### config.mk
export PLATFORM = sky130hd
export DESIGN_NAME = cnn_result_reader
export DESIGN_NICKNAME = d
export VERILOG_FILES = /design/src/rtl/cnn_result_reader.sv
export SDC_FILE = /design/constraint.sdc
export NUM_CORES = 1
export LEC_CHECK = 0
export CAP_MARGIN = 20
export CORE_ASPECT_RATIO = 1.4
export CORE_UTILIZATION = 30
export CTS_CLUSTER_SIZE = 24
export DETAILED_ROUTE_END_ITERATION = 12
export GPL_TIMING_DRIVEN = 0
export PLACE_DENSITY = 0.5
export SLEW_MARGIN = 40
export SYNTH_ARGS = -nofsm -noshare
export SYNTH_HDL_FRONTEND = slang
export SYNTH_SLANG_ARGS = --single-unit
export TNS_END_PERCENT = 50
### constraint.sdc
create_clock -name clk -period 7.7 [get_ports clk]
set_input_delay 1.155 -clock clk [delete_from_list [all_inputs] [get_ports clk]]
set_output_delay 1.155 -clock clk [all_outputs]
set_load 0.05 [all_outputs]
### src/rtl/cnn_result_reader.sv
// Avalon-MM read-back peripheral: CNN core pushes result bytes into a FIFO, the HPS pops/polls them.
// Optional level interrupt on FIFO fill level or overflow is enabled with `define CNN_RD_IRQ_EN.
module cnn_result_reader #(
    parameter int DEPTH      = 16,
    parameter int IRQ_THRESH = 1
) (
    input  logic       clk,
    input  logic       reset,
    input  logic       chipselect,
    input  logic [1:0] address,
    input  logic       read,
    input  logic       write,
    input  logic [7:0] writedata,
    output logic [7:0] readdata,
    input  logic [7:0] res_data,
    input  logic       res_valid
`ifdef CNN_RD_IRQ_EN
    ,
    output logic       irq
`endif
);

    localparam int AW = (DEPTH > 1) ? $clog2(DEPTH) : 1;
    localparam int CW = AW + 1;
    localparam logic [CW-1:0] FULL_COUNT = CW'(DEPTH);

    localparam logic [1:0] ADDR_DATA   = 2'd0;
    localparam logic [1:0] ADDR_STATUS = 2'd1;
    localparam logic [1:0] ADDR_CTRL   = 2'd2;
    localparam logic [1:0] ADDR_PEEK   = 2'd3;

    logic [7:0]    mem [DEPTH];
    logic [AW-1:0] wr_ptr;
    logic [AW-1:0] rd_ptr;
    logic [CW-1:0] count;
    logic          overflow;
    logic          empty;
    logic          full;
    logic          rd_acc;
    logic          wr_acc;
    logic          pop;
    logic          flush;
    logic          clr_ovf;
    logic          push_ok;
    logic          push_drop;
    logic [7:0]    ctrl_rd;
    logic [7:0]    rd_next;

    // res_valid is a one-cycle push strobe with no backpressure: a byte offered while
    // the FIFO is full (and no pop frees a slot) is dropped and flagged as overflow.
    assign empty   = (count == '0);
    assign full    = (count == FULL_COUNT);
    assign rd_acc  = chipselect && read;
    assign wr_acc  = chipselect && write && !read;
    assign pop     = rd_acc && (address == ADDR_DATA) && !empty;
    assign flush   = wr_acc && (address == ADDR_CTRL) && writedata[0];
    assign clr_ovf = wr_acc && (address == ADDR_CTRL) && writedata[1];
    // A pop on the same edge frees the slot the push needs; flush discards the byte outright.
    assign push_ok   = res_valid && !flush && (!full || pop);
    assign push_drop = res_valid && !flush && full && !pop;

`ifdef CNN_RD_IRQ_EN
    logic irq_en;
    logic unused_wd;
    assign unused_wd = &{1'b0, writedata[7:3]};
    assign ctrl_rd   = {5'b0, irq_en, 2'b0};

    always_ff @(posedge clk or negedge reset) begin
        if (!reset) begin
            irq_en <= 1'b0;
            irq    <= 1'b0;
        end else begin
            if (wr_acc && (address == ADDR_CTRL)) irq_en <= writedata[2];
            irq <= irq_en && ((count >= CW'(IRQ_THRESH)) || overflow);
        end
    end
`else
    logic unused_wd;
    assign unused_wd = &{1'b0, writedata[7:2]};
    assign ctrl_rd   = 8'h00;
`endif

    always_comb begin
        rd_next = readdata;
        if (rd_acc) begin
            case (address)
                ADDR_DATA:   rd_next = empty ? 8'h00 : mem[rd_ptr];
                ADDR_STATUS: rd_next = {empty, full, overflow, 5'(count)};
                ADDR_CTRL:   rd_next = ctrl_rd;
                ADDR_PEEK:   rd_next = empty ? 8'h00 : mem[rd_ptr];
                default:     rd_next = 8'h00;
            endcase
        end
    end

    always_ff @(posedge clk) begin
        if (push_ok) mem[wr_ptr] <= res_data;
    end

    always_ff @(posedge clk or negedge reset) begin
        if (!reset) begin
            wr_ptr   <= '0;
            rd_ptr   <= '0;
            count    <= '0;
            overflow <= 1'b0;
            readdata <= 8'h00;
        end else begin
            readdata <= rd_next;
            if (flush) begin
                wr_ptr <= '0;
                rd_ptr <= '0;
                count  <= '0;
            end else begin
                if (push_ok) wr_ptr <= wr_ptr + AW'(1);
                if (pop)     rd_ptr <= rd_ptr + AW'(1);
                count <= count + CW'(push_ok) - CW'(pop);
            end
            // A drop in the same cycle as a clear keeps the flag set so the loss is not hidden.
            if (push_drop)    overflow <= 1'b1;
            else if (clr_ovf) overflow <= 1'b0;
        end
    end

endmodule

# Yosys cells after proc, flatten, opt, wreduce, memory -nomap -nowiden
# Memories as Yosys holds them, arrays and structs flattened.
# Cells that the tools add are included.
# word_totals
mem_bits_rw,128
register_bits,22
n_memories,1
elab_cells,49
output_inout_bits,8
# mem_list
name,depth,word_bits,read_ports,rd_clocked_by_memory_dff,wr,line,rtl
mem,16,8,1,0,1,32,logic [7:0] mem [DEPTH];
# op_classes
n_eq_ne,4
muxes,11
n_reduce_logical,24
n_addsub,4
# op_table
op,count
$pmux 8 s3,1
$mux 4,4
$logic_and 1x1->1,12
$add 4x1->4 const B,2
$mux 8,1
$reduce_bool 2->1,3
$add 5x1->5,1
$eq 5x5->1 const B,1
$logic_not 1->1,5
$logic_not 5->1,1
$mux 5,1
$sub 5x1->5,1
$eq 2x2->1 const B,2
$mux 1,4
$eq 2x1->1 const B,1
$logic_not 2->1,1
$reduce_or 2->1,1
$logic_or 1x1->1,1

# Logic depth before layout (Yosys ltp)
# logic_depth
depth_word,10
ltp_mapped,13
depth_no_buf,13

# Worst setup path after synthesis
# Ideal clock, no wire load.
# synth_timing
kind,input to register
start,input port read
end,register count[4]
setup_slack_ns,4.605
t_arrival_ns,2.960
t_required_ns,7.565
stages,12
path_cell_list,buf_2 -> and4b_1 -> a21o_1 -> nand2_1 -> o21ai_0 -> ha_1 -> inv_1 -> fa_1 -> nor2b_1 -> o21bai_1 -> a21oi_1 -> nor3b_1
# synth_between
elab_chain_cells,10
elab_cells_between_ends,14
cone_classes,2 x add/sub; 1 x mux; 11 x reduce/logical
# synth_rtl
element,line,rtl
from (decl),11,"input logic read,"
$logic_not 1->1,54,assign wr_acc = chipselect && write && !read;
$logic_and 1x1->1,54,
$logic_and 1x1->1 (2 in series),56,assign flush = wr_acc && (address == ADDR_CTRL) && writedata[0];
$logic_not 1->1,59,assign push_ok = res_valid && !flush && (!full || pop);
$logic_and 1x1->1 (2 in series),59,
$add 5x1->5,116,count <= count + CW'(push_ok) - CW'(pop);
$sub 5x1->5,116,
$mux 5 *,109,if (flush) begin
to (signal assigned),116,
to (decl),35,logic [CW-1:0] count;
# Every way passes the cells marked *; elsewhere a longest branch is shown, timed or not.
# A chain may end at the register's enable or synchronous reset.

# Final worst setup path
# Same ends and word-level chain as after synthesis.

==> results.cfg <==
[status]
outcome = finished with violations
violations = design-rule violations

[setup_path]
reg2reg_setup_slack_ps = 4790
crit_family = simple AND/OR/NAND/NOR gates
worstPathRequired_ps = 7980
arrival_ps = 3970
crit_fanout = 10
critPathKind = in2reg
cp-start-kind = input port
critPathSlowestCell = clkdlybuf4s50_1
crit_path_max_incr_delay_ps = 480
startpoint = read
worstPathCellList = clkdlybuf4s50_1 > buf_2 > nand3_1 > nor2_1 > nand2_1 > o21ai_0 > ha_1 > inv_1 > fa_1 > nor2b_1 > o21bai_1 > a21oi_1 > nor3b_1
r2r_start = count[3]$_DFF_PN0_
crit_buf_inv = 3
end_kind = register

[timing]
final-setup-viol-count = 0
final_hold_viol_count = 0
max_freq_ghz = 0.271
relSlewSlack_pct = 57.6
tns_ps = 0
worst_pin_slew_ps = 634
skew_ps = 14.8
slew_violations = 0
min_period_over_period_pct = 47.9
min_period_ps = 3690
rsz0062_at_grt = false

[cts]
cts_inserted_buffers = 17
post_cts_buffers = 0
cts_hold_buf = 0
cts_tree = built
clock-sinks = 150
root_buffer = clkbuf_16
clock_latency_ps = 420
cts_buffer_depth = 2
ctsResizeCount = 0
clkTransAtPathRegs_ps = 70
ctsHtreeMaxLevel = 4

[min_path]
hp-start = overflow$_DFFE_PN0P_
min_path_type = reg2reg

[detailed_routing]
routed_via_density = 4.92
drtAntennaViolNets = 0
wl_um = 14300
post_drt_wl_per_cell_um = 21.1
drc_errors = 6
drt_pre_antenna_iters = 9
drt_iter0_drc = 230
vias = 3339

[power]
powerDensity_nw_per_um2 = 341
ir_drop_v = 0.000173
leakagePower_nw = 2.63

[floorplan]
start_util_pct = 30.7
core_area_um2 = 20600
dieHeight_um = 174
die_x_um = 125
ios = 32
dieArea_um2 = 21700
rows = 62

[placed_design]
port_buffers = 25
dp_cells = 646
gp_congestion = 0.803
hpwl_um = 9610

[synthesis]
synth_top_family_by_area = multiplexers
synth_top_cell_area_share_pct = 60.6
synth.largest_area_cell = edfxtp_1
synth_xor_area_share_pct = 0.829
synth.distinct_cells = 49
syn_area_um2 = 6340
yosys_warnings = 0
synth_fa_ha_area_share_pct = 2.88
synth.area.top_cells = edfxtp_1 61%, mux4_2 10%, dfrtp_1 8.7%
synthSimpleGateAreaFrac_pct = 6.43
synth-compound-area-share_pct = 5.07
synth-async-reset-ratio_pct = 14.7
ys_seq_area_share_pct = 69.3
synth_flop_cell = edfxtp_1
synthMuxAreaShare_pct = 12.6
synth.most_common_cell = edfxtp_1
postSynthAreaPerCell_um2 = 17.4
synth.net_count = 403
ys_top_cells_by_count = 128 x edfxtp_1, 29 x mux4_2, 24 x inv_1
ys_ff_latch = 150
syn_inst = 365
synth_edf_count = 128

[cells_and_area]
final_nets = 447
area_growth_pct = 18.2
diodes = 0
drive_gt1_share_pct = 18.7
fin_cells = 678

[global_route]
antenna_found_initial = 0
grt_pass1_vias = 3711
grt_usage_pct = 14.2
grt_max_degree = 23
overflow = 0
grt_pass1_wl_um = 22200

[run]
maxCapViolations = 0
-- final cells by class --
class / instances / area [um2]
Timing Repair Buffer: 25 / 245
Fill cell: 1931 / 13100
Clock buffer: 17 / 425
Multi-Input combinational cell: 174 / 1770
Clock inverter: 15 / 158
Sequential cell: 150 / 4390
Buffer: 16 / 90.1
Inverter: 25 / 93.8
Tap cell: 256 / 320
-- metrics by stage --
| stage | utilization [%] | total power, W | worst slack, ps | area, um2 | hold slack, ps |
|---|---|---|---|---|---|
| final | 36.3 | 0.00256 | 4010 | 7500 | 508 |
| after detailed placement | 33.5 | 0.00177 | 3560 | 6910 | 500 |
| after global placement | 33.5 | 0.00174 | 3740 | 6910 | 504 |
| after floorplan | - | 0.00154 | 4600 | 6340 | 448 |
| after global routing | 36.3 | 0.00269 | 3690 | 7500 | 564 |
| after CTS | 36.3 | 0.00259 | 4010 | 7490 | 516 |
-- where the power goes --
group | leakage (nW) | internal [W] | switching [W]
Clock | 0.287 | 0.000460 | 0.000361
Sequential | 1.42 | 0.000997 | 0.0000590
Combinational | 0.919 | 0.000296 | 0.000384
-- per-layer routing --
layer | vias up | track usage (%) | wire length, um
li1 | 1538 | - | -
met1 | 1720 | 16.3 | 5750
met2 | 65 | 26.0 | 7760
met3 | 16 | 2.28 | 448
met4 | 0 | 5.89 | 369
met5 | - | 0 | 0
-- path summary, 6_finish.rpt --
path / to / cells past startpoint
min in group asynchronous: readdata[6]$_DFFE_PN0N_ / 1
min reg2reg: overflow$_DFFE_PN0P_ / 2
max: count[4]$_DFF_PN0_ / 13
max reg2reg: count[4]$_DFF_PN0_ / 12
max in group asynchronous: rd_ptr[2]$_DFFE_PN0P_ / 1
min: overflow$_DFFE_PN0P_ / 2
-- sequential cells by signal (all words and copies together), names as in the netlist --
register / cells
wr_ptr: 4
rd_ptr: 4
overflow: 1
mem: 128
readdata: 8
count: 5
-- cell families after synthesis --
group                      count (synthesis)
xor gates and xnor gates                   6
and+or+nand+nor                           65
buffers and inverters                     41
adders and majority gates                 14
AOI/OAI and AO/OA                         47
DFF                                      150
muxes                                     42
-- tightest hold or removal path: stages, from the launching register on --
cell and delay [ps]:
dfrtp_1 370, nand2_1 50, o21ai_0 50
-- cells in the final DEF, fill, tap and decap left out, drive strengths merged, types with 2 or more instances in the layout --
cell type / instances
o21ai: 3
nor3: 3
o221ai: 6
mux2i: 12
clkbuf: 21
ha: 13
inv: 35
edfxtp: 128
nor4b: 2
clkdlybuf4s50: 24
clkinv: 3
mux4: 30
o22a: 6
dfrtp: 22
a2bb2oi: 2
a21o: 3
nand3: 7
and4b: 5
and2: 11
buf: 13
nor2b: 4
nor3b: 3
nor2: 10
a21oi: 18
xnor2: 5
nand2: 7
and4: 4
Power figures use the tool's default switching activity.
